File: config.mk
export PLATFORM = sky130hd
export DESIGN_NAME = nibble_serial_alu_ctrl
export DESIGN_NICKNAME = d
export VERILOG_FILES = /design/src/rtl/alu_ctrl_pkg.sv /design/src/rtl/sum4.sv /design/src/rtl/nibble_serial_alu_ctrl.sv
export SDC_FILE = /design/constraint.sdc
export NUM_CORES = 1
export LEC_CHECK = 0
export ABC_CLOCK_PERIOD_IN_PS = 10700
export BUFFER_PORTS_ARGS = -buffer_cell sky130_fd_sc_hd__buf_2
export CELL_PAD_IN_SITES_DETAIL_PLACEMENT = 1
export CELL_PAD_IN_SITES_GLOBAL_PLACEMENT = 2
export CORE_AREA = 2 2 100 102
export CTS_CLUSTER_DIAMETER = 80
export DETAILED_ROUTE_END_ITERATION = 16
export DIE_AREA = 0 0 102 104
export GPL_TIMING_DRIVEN = 1
export PLACE_DENSITY_LB_ADDON = 0.1
export SETUP_SLACK_MARGIN = 0.3
export SLEW_MARGIN = 20
export SYNTH_ARGS = -nofsm -noshare
export SYNTH_HDL_FRONTEND = slang
export SYNTH_HIERARCHICAL = 1
export SYNTH_SLANG_ARGS = --single-unit
File: constraint.sdc
create_clock -name clk -period 10.7 [get_ports clk]
set_input_delay 2.14 -clock clk [delete_from_list [all_inputs] [get_ports clk]]
set_output_delay 2.14 -clock clk [all_outputs]
set_load 0.01 [all_outputs]
File: src/rtl/alu_ctrl_pkg.sv
// Shared types and helpers for the nibble-serial add/subtract sequencer.
package alu_ctrl_pkg;

  localparam int NIB_W = 4;

  typedef enum logic [1:0] {
    IDLE = 2'd0,
    RUN  = 2'd1,
    DONE = 2'd2
  } state_t;

  function automatic int idx_w(input int nibbles);
    return $clog2(nibbles);
  endfunction

endpackage

File: src/rtl/sum4.sv
// 4-bit ripple-carry adder shared by the serial ALU sequencer.
module sum4 (
  input  logic [3:0] a_i,
  input  logic [3:0] b_i,
  input  logic       c_i,
  output logic [3:0] s_o,
  output logic       c_o
);

  logic [4:0] carry;

  always_comb begin
    carry    = '0;
    s_o      = '0;
    carry[0] = c_i;
    for (int i = 0; i < 4; i++) begin
      s_o[i]     = a_i[i] ^ b_i[i] ^ carry[i];
      carry[i+1] = (a_i[i] & b_i[i])
                 | (carry[i] & (a_i[i] ^ b_i[i]));
    end
    c_o = carry[4];
  end

endmodule

File: src/rtl/nibble_serial_alu_ctrl.sv
// W-bit add/subtract sequenced one nibble per clock through one sum4,
// LSB first, with the carry chained through a register.
module nibble_serial_alu_ctrl
  import alu_ctrl_pkg::*;
#(
  parameter int NIBBLES = 4
) (
  input  logic                     clk,
  input  logic                     rst_n,
  input  logic                     start,
  input  logic                     sub,
  input  logic [NIB_W*NIBBLES-1:0] a,
  input  logic [NIB_W*NIBBLES-1:0] b,
  output logic                     busy,
  output logic                     done,
  output logic [NIB_W*NIBBLES-1:0] s,
  output logic                     c_out,
  output logic                     ovf
);

  localparam int W  = NIB_W * NIBBLES;
  localparam int IW = idx_w(NIBBLES);

  state_t           state_q, state_d;
  logic [W-1:0]     ra_q, rb_q, s_q;
  logic [IW-1:0]    idx_q;
  logic             cy_q, cout_q, ovf_q;

  logic [NIB_W-1:0] nib_a, nib_b, sum;
  logic             co;
  logic             accept, run, last;

  assign run    = (state_q == RUN);
  assign accept = start && (state_q == IDLE || state_q == DONE);
  assign last   = (idx_q == IW'(NIBBLES - 1));

  always_ff @(posedge clk or negedge rst_n) begin
    if (!rst_n) state_q <= IDLE;
    else        state_q <= state_d;
  end

  always_comb begin
    state_d = state_q;
    unique case (state_q)
      IDLE:    if (start) state_d = RUN;
      RUN:     if (last)  state_d = DONE;
      DONE:    state_d = start ? RUN : IDLE;
      default: state_d = IDLE;
    endcase
  end

  always_comb begin
    busy = (state_q == RUN);
    done = (state_q == DONE);
  end

  // Nibble select for the shared adder
  always_comb begin
    nib_a = '0;
    nib_b = '0;
    for (int i = 0; i < NIBBLES; i++) begin
      if (idx_q == IW'(i)) begin
        nib_a = ra_q[i*NIB_W +: NIB_W];
        nib_b = rb_q[i*NIB_W +: NIB_W];
      end
    end
  end

  sum4 u_sum4 (
    .a_i (nib_a),
    .b_i (nib_b),
    .c_i (cy_q),
    .s_o (sum),
    .c_o (co)
  );

  always_ff @(posedge clk or negedge rst_n) begin
    if (!rst_n) begin
      ra_q   <= '0;
      rb_q   <= '0;
      s_q    <= '0;
      idx_q  <= '0;
      cy_q   <= 1'b0;
      cout_q <= 1'b0;
      ovf_q  <= 1'b0;
    end else if (accept) begin
      ra_q   <= a;
      rb_q   <= sub ? ~b : b;
      cy_q   <= sub;
      idx_q  <= '0;
      s_q    <= '0;
      cout_q <= 1'b0;
      ovf_q  <= 1'b0;
    end else if (run) begin
      for (int i = 0; i < NIBBLES; i++) begin
        if (idx_q == IW'(i))
          s_q[i*NIB_W +: NIB_W] <= sum;
      end
      cy_q  <= co;
      idx_q <= idx_q + 1'b1;
      if (last) begin
        cout_q <= co;
        // Same-sign operands whose result sign differs
        ovf_q  <= (ra_q[W-1] ~^ rb_q[W-1])
                & (sum[NIB_W-1] ^ ra_q[W-1]);
      end
    end
  end

  assign s     = s_q;
  assign c_out = cout_q;
  assign ovf   = ovf_q;

endmodule

==> Implementation_results.wiki <==
{| class="wikitable"
! Metric !! Value
|-
| Highest net fanout along the worst path || 14
|-
| Number of optimization iterations in the first detailed-route pass || 4
|-
| Clock Tree Root || clkbuf_8
|-
| Combinational share of power || 0.481
|-
| Final layout net count || 385
|-
| Power Density || 311 mW/mm^2
|-
| Core occupancy in the finished layout || 0.336
|-
| Post-route design area || 0.00321 sq mm
|-
| Number of resized instances in the post-cts repair step || 0
|-
| Setup Viol. Count Final || 0
|-
| Final hold violations || 0
|-
| Critical hold path startpoint || ra_q[13]
|-
| Clock buffer count from CTS || 5
|-
| Instance area after placement || 0.00308 sq mm
|-
| Share of synthesized cell area in full adder, half adder and majority cells || 0.0481
|-
| Starting Density || 0.283
|-
| TritonCTS clock tree || done
|-
| Share of flip-flops with an asynchronous set or reset after synthesis || 1.00
|-
| # hold bufs at CTS || 0
|-
| Total I/O pin count || 56
|-
| Ys flop type || dfrtp_1
|-
| Worst hold path depth || 2
|-
| Yosys reg bits || 55
|-
| Maximum number of pins on one net before global-route repair || 56
|-
| CP required || 10900 ps
|-
| H-tree levels || 2
|-
| Routability Congestion || 0.711
|-
| Global-route wire length before repair || 11500 um
|-
| Internal Dissipation || 0.000562 W
|-
| Part of the cycle the worst path needs || 0.383
|-
| Number of standard cells after synthesis || 293
|-
| Hold Crit Class || reg -> reg
|-
| Setup repair after global routing missed its margin || false
|-
| Initial detailed-routing violation count || 40
|-
| Combinational family with the most area after synthesis || simple AND/OR/NAND/NOR gates
|-
| Setup ws final || 6600 ps
|-
| Setup slack after placement || 6540 ps
|-
| Total gr overflow || 0
|-
| Endpoint kind of the worst setup timing path || flip-flop
|-
| Critical path class || reg -> reg
|-
| Max-slew violation count || 0
|-
| Net switching share of the total power || 0.437
|-
| Transition at the pin with the smallest max-transition slack || 804 ps
|-
| Number of maximum-capacitance constraint violations || 0
|-
| Antenna cell count || 0
|-
| Overall routing resource usage || 0.137
|-
| Number of buffer cells added on primary ports || 55
|-
| Share of cells above drive strength 1 || 0.202
|-
| Xor and xnor fraction of the mapped netlist area || 0.0518
|-
| Worst endpoint data arrival time || 4300 ps
|-
| Post-synthesis average cell area || 9.23 sq um
|-
| Setup TNS Final || 0 ps
|-
| Net switching power || 0.000436 W
|-
| Average wire length per cell after detail routing || 14.2 um
|-
| Core Region || 0.00955 sq mm
|-
| Detail-routed via count per cell || 4.48
|-
| Maximum vdd drop || 82.2 uV
|-
| Synth Area in Simple Gates || 0.201
|-
| Cell area after synthesis || 0.00270 sq mm
|-
| Number of enable flip-flop cells after synthesis || 0
|-
| Setup slack, reg-to-reg || 6600 ps
|-
| Max Clock Skew || 11.2 ps
|-
| Number of post-CTS setup repair buffers || 0
|-
| Launching element type of the critical path || flip-flop
|-
| Relative contribution of sequential cells to total power || 0.353
|-
| Number of placement rows || 36
|-
| Worst-Skew Late Latency || 320 ps
|-
| Leakage power || 1.58 nW
|-
| Clock network power share || 0.166
|-
| Post-Synthesis Net Count || 337
|-
| Remaining routing DRC violations || 0
|-
| Area growth from synthesis to layout || 18.8%
|-
| Post-synthesis sequential area ratio || 0.509
|-
| Number of unique standard cell types used by synthesis || 30
|-
| Count of yosys warnings during synthesis || 6
|-
| Share of synthesized area spent on multiplexers || 0.0148
|-
| Fraction of the mapped netlist area in compound gates || 0.118
|-
| Worst reg2reg endpoint || ovf
|-
| Clock-pin transition on the worst setup and hold timing paths || 110 ps
|-
| Via count of the first global-routing pass || 2288
|-
| Die Span X || 102 um
|-
| HPWL after DPL || 4900 um
|-
| Remaining antenna violation count || 0
|-
| Final Critical Period || 4100 ps
|-
| Hold Path End || ra_q[13]
|-
| Peak Freq || 0.244 GHz
|-
| Number of cells on the worst reg-to-reg path || 16
|-
| Clock Path Buffers || 2
|-
| Via count of the routed design || 2127
|-
| Rel. slew slack || 0.464
|-
| Outcome || finished clean
|-
| Number of sinks on the clock net || 55
|-
| Vertical die dimension || 104 um
|-
| Number of antenna violations at the first check in global routing || 0
|-
| Critical register-to-register path startpoint || idx_q[1]
|-
| Total length of routed wires || 6750 um
|-
| Total Die Area || 0.0106 sq mm
|}
-- state kept, by name (all words and copies together), names as in the netlist --
| register | count |
|---|---|
| idx_q | 2 |
| ovf | 1 |
| cy_q | 1 |
| s | 16 |
| state_q | 2 |
| ra_q | 16 |
| c_out | 1 |
| rb_q | 16 |
-- cells in the mapped netlist, drive strengths merged (2+ instances only) --
cell / n / area share
buf: 11 / 0.025
nor2: 5 / 0.0069
dfrtp: 55 / 0.51
inv: 15 / 0.022
mux2i: 4 / 0.015
nand2b: 2 / 0.0056
nand2: 87 / 0.12
a221oi: 7 / 0.023
o31ai: 8 / 0.022
ha: 4 / 0.019
nor2b: 9 / 0.021
xnor2: 15 / 0.049
a21oi: 16 / 0.030
clkbuf: 6 / 0.0097
o21ai: 19 / 0.035
nand3b: 4 / 0.011
nand3: 15 / 0.028
fa: 4 / 0.030
-- cell usage in the layout, fill, tap and decap left out, types with 2 or more instances in the layout --
master / synthesis / final
mux2i_1: 4 / 4
nand3_1: 15 / 15
buf_4: 3 / 3
inv_1: 14 / 14
nand3b_1: 4 / 4
fa_1: 4 / 4
a21oi_1: 16 / 16
nor2b_1: 9 / 8
clkbuf_8: 0 / 5
o21ai_0: 19 / 19
bufinv_16: 0 / 2
nand2_1: 87 / 87
ha_1: 4 / 4
xnor2_1: 15 / 15
a221oi_1: 7 / 7
nor2_1: 5 / 5
o31ai_1: 8 / 8
buf_2: 7 / 55
dfrtp_1: 55 / 55
-- layer usage --
metal	up-vias	GRT usage	wire length, um
li1	1053	-	-
met1	1026	0.188	3140
met2	40	0.219	3290
met3	8	0.0262	221
met4	0	0.0410	95
met5	-	0	0
-- per-stage QoR --
step / total power [W] / hold WS, ps / instances
CTS: 0.00102 / 492 / 475
finish: 0.000998 / 487 / 475
floorplan: 0.000690 / 446 / 293
detailed placement: 0.000854 / 467 / 467
global placement: 0.000841 / 464 / 467
global route: 0.00110 / 520 / 475
-- cell families (layout without fill, tap and decap cells) --
| logic type | after synthesis | after routing |
|---|---|---|
| fa+ha+maj | 8 | 8 |
| flops | 55 | 55 |
| compound gates | 53 | 53 |
| xor+xnor | 16 | 16 |
| buf+inv | 32 | 81 |
| mux | 4 | 4 |
| simple gates | 125 | 125 |
-- worst max-delay path by stage --
stage               depth (start not counted)      from  slack, ps  endpoint
floorplan                                  16  idx_q[0]       7260       ovf
global placement                           16  idx_q[1]       6730       ovf
detailed placement                         16  idx_q[1]       6540       ovf
CTS                                        16  idx_q[1]       6540       ovf
global route                               16  idx_q[1]       6250       ovf
finish                                     16  idx_q[1]       6600       ovf
-- power by group through the flow --
stage / clock network, W / registers [W] / logic, W
after floorplan: 0 / 0.000344 / 0.000346
after global placement: 0 / 0.000358 / 0.000482
after detailed placement: 0 / 0.000360 / 0.000494
after CTS: 0.000172 / 0.000355 / 0.000495
after global routing: 0.000179 / 0.000364 / 0.000559
final: 0.000165 / 0.000353 / 0.000480
-- worst max-delay path: stages (launching register included) --
cell and delay (ps):
dfrtp_1 410, inv_1 100, ha_1 490, and2b_1 340, a221oi_1 280, o31ai_1 150, fa_1 450, inv_1 70
fa_1 150, inv_1 50, fa_1 350, inv_1 80, fa_1 400, inv_1 170, and3b_1 200, a211oi_1 210
nor3_1 80
-- area by class of cell --
class	count	area (sq um)
fillers	1150	6340
multi-input cells	206	1180
flip-flops and latches	55	1380
clock inverters	3	67.6
well taps	133	166
inverters	15	58.8
repair buffers	58	298
clock buffers	5	68.8
Note: power is estimated with default switching activity, not from simulation.
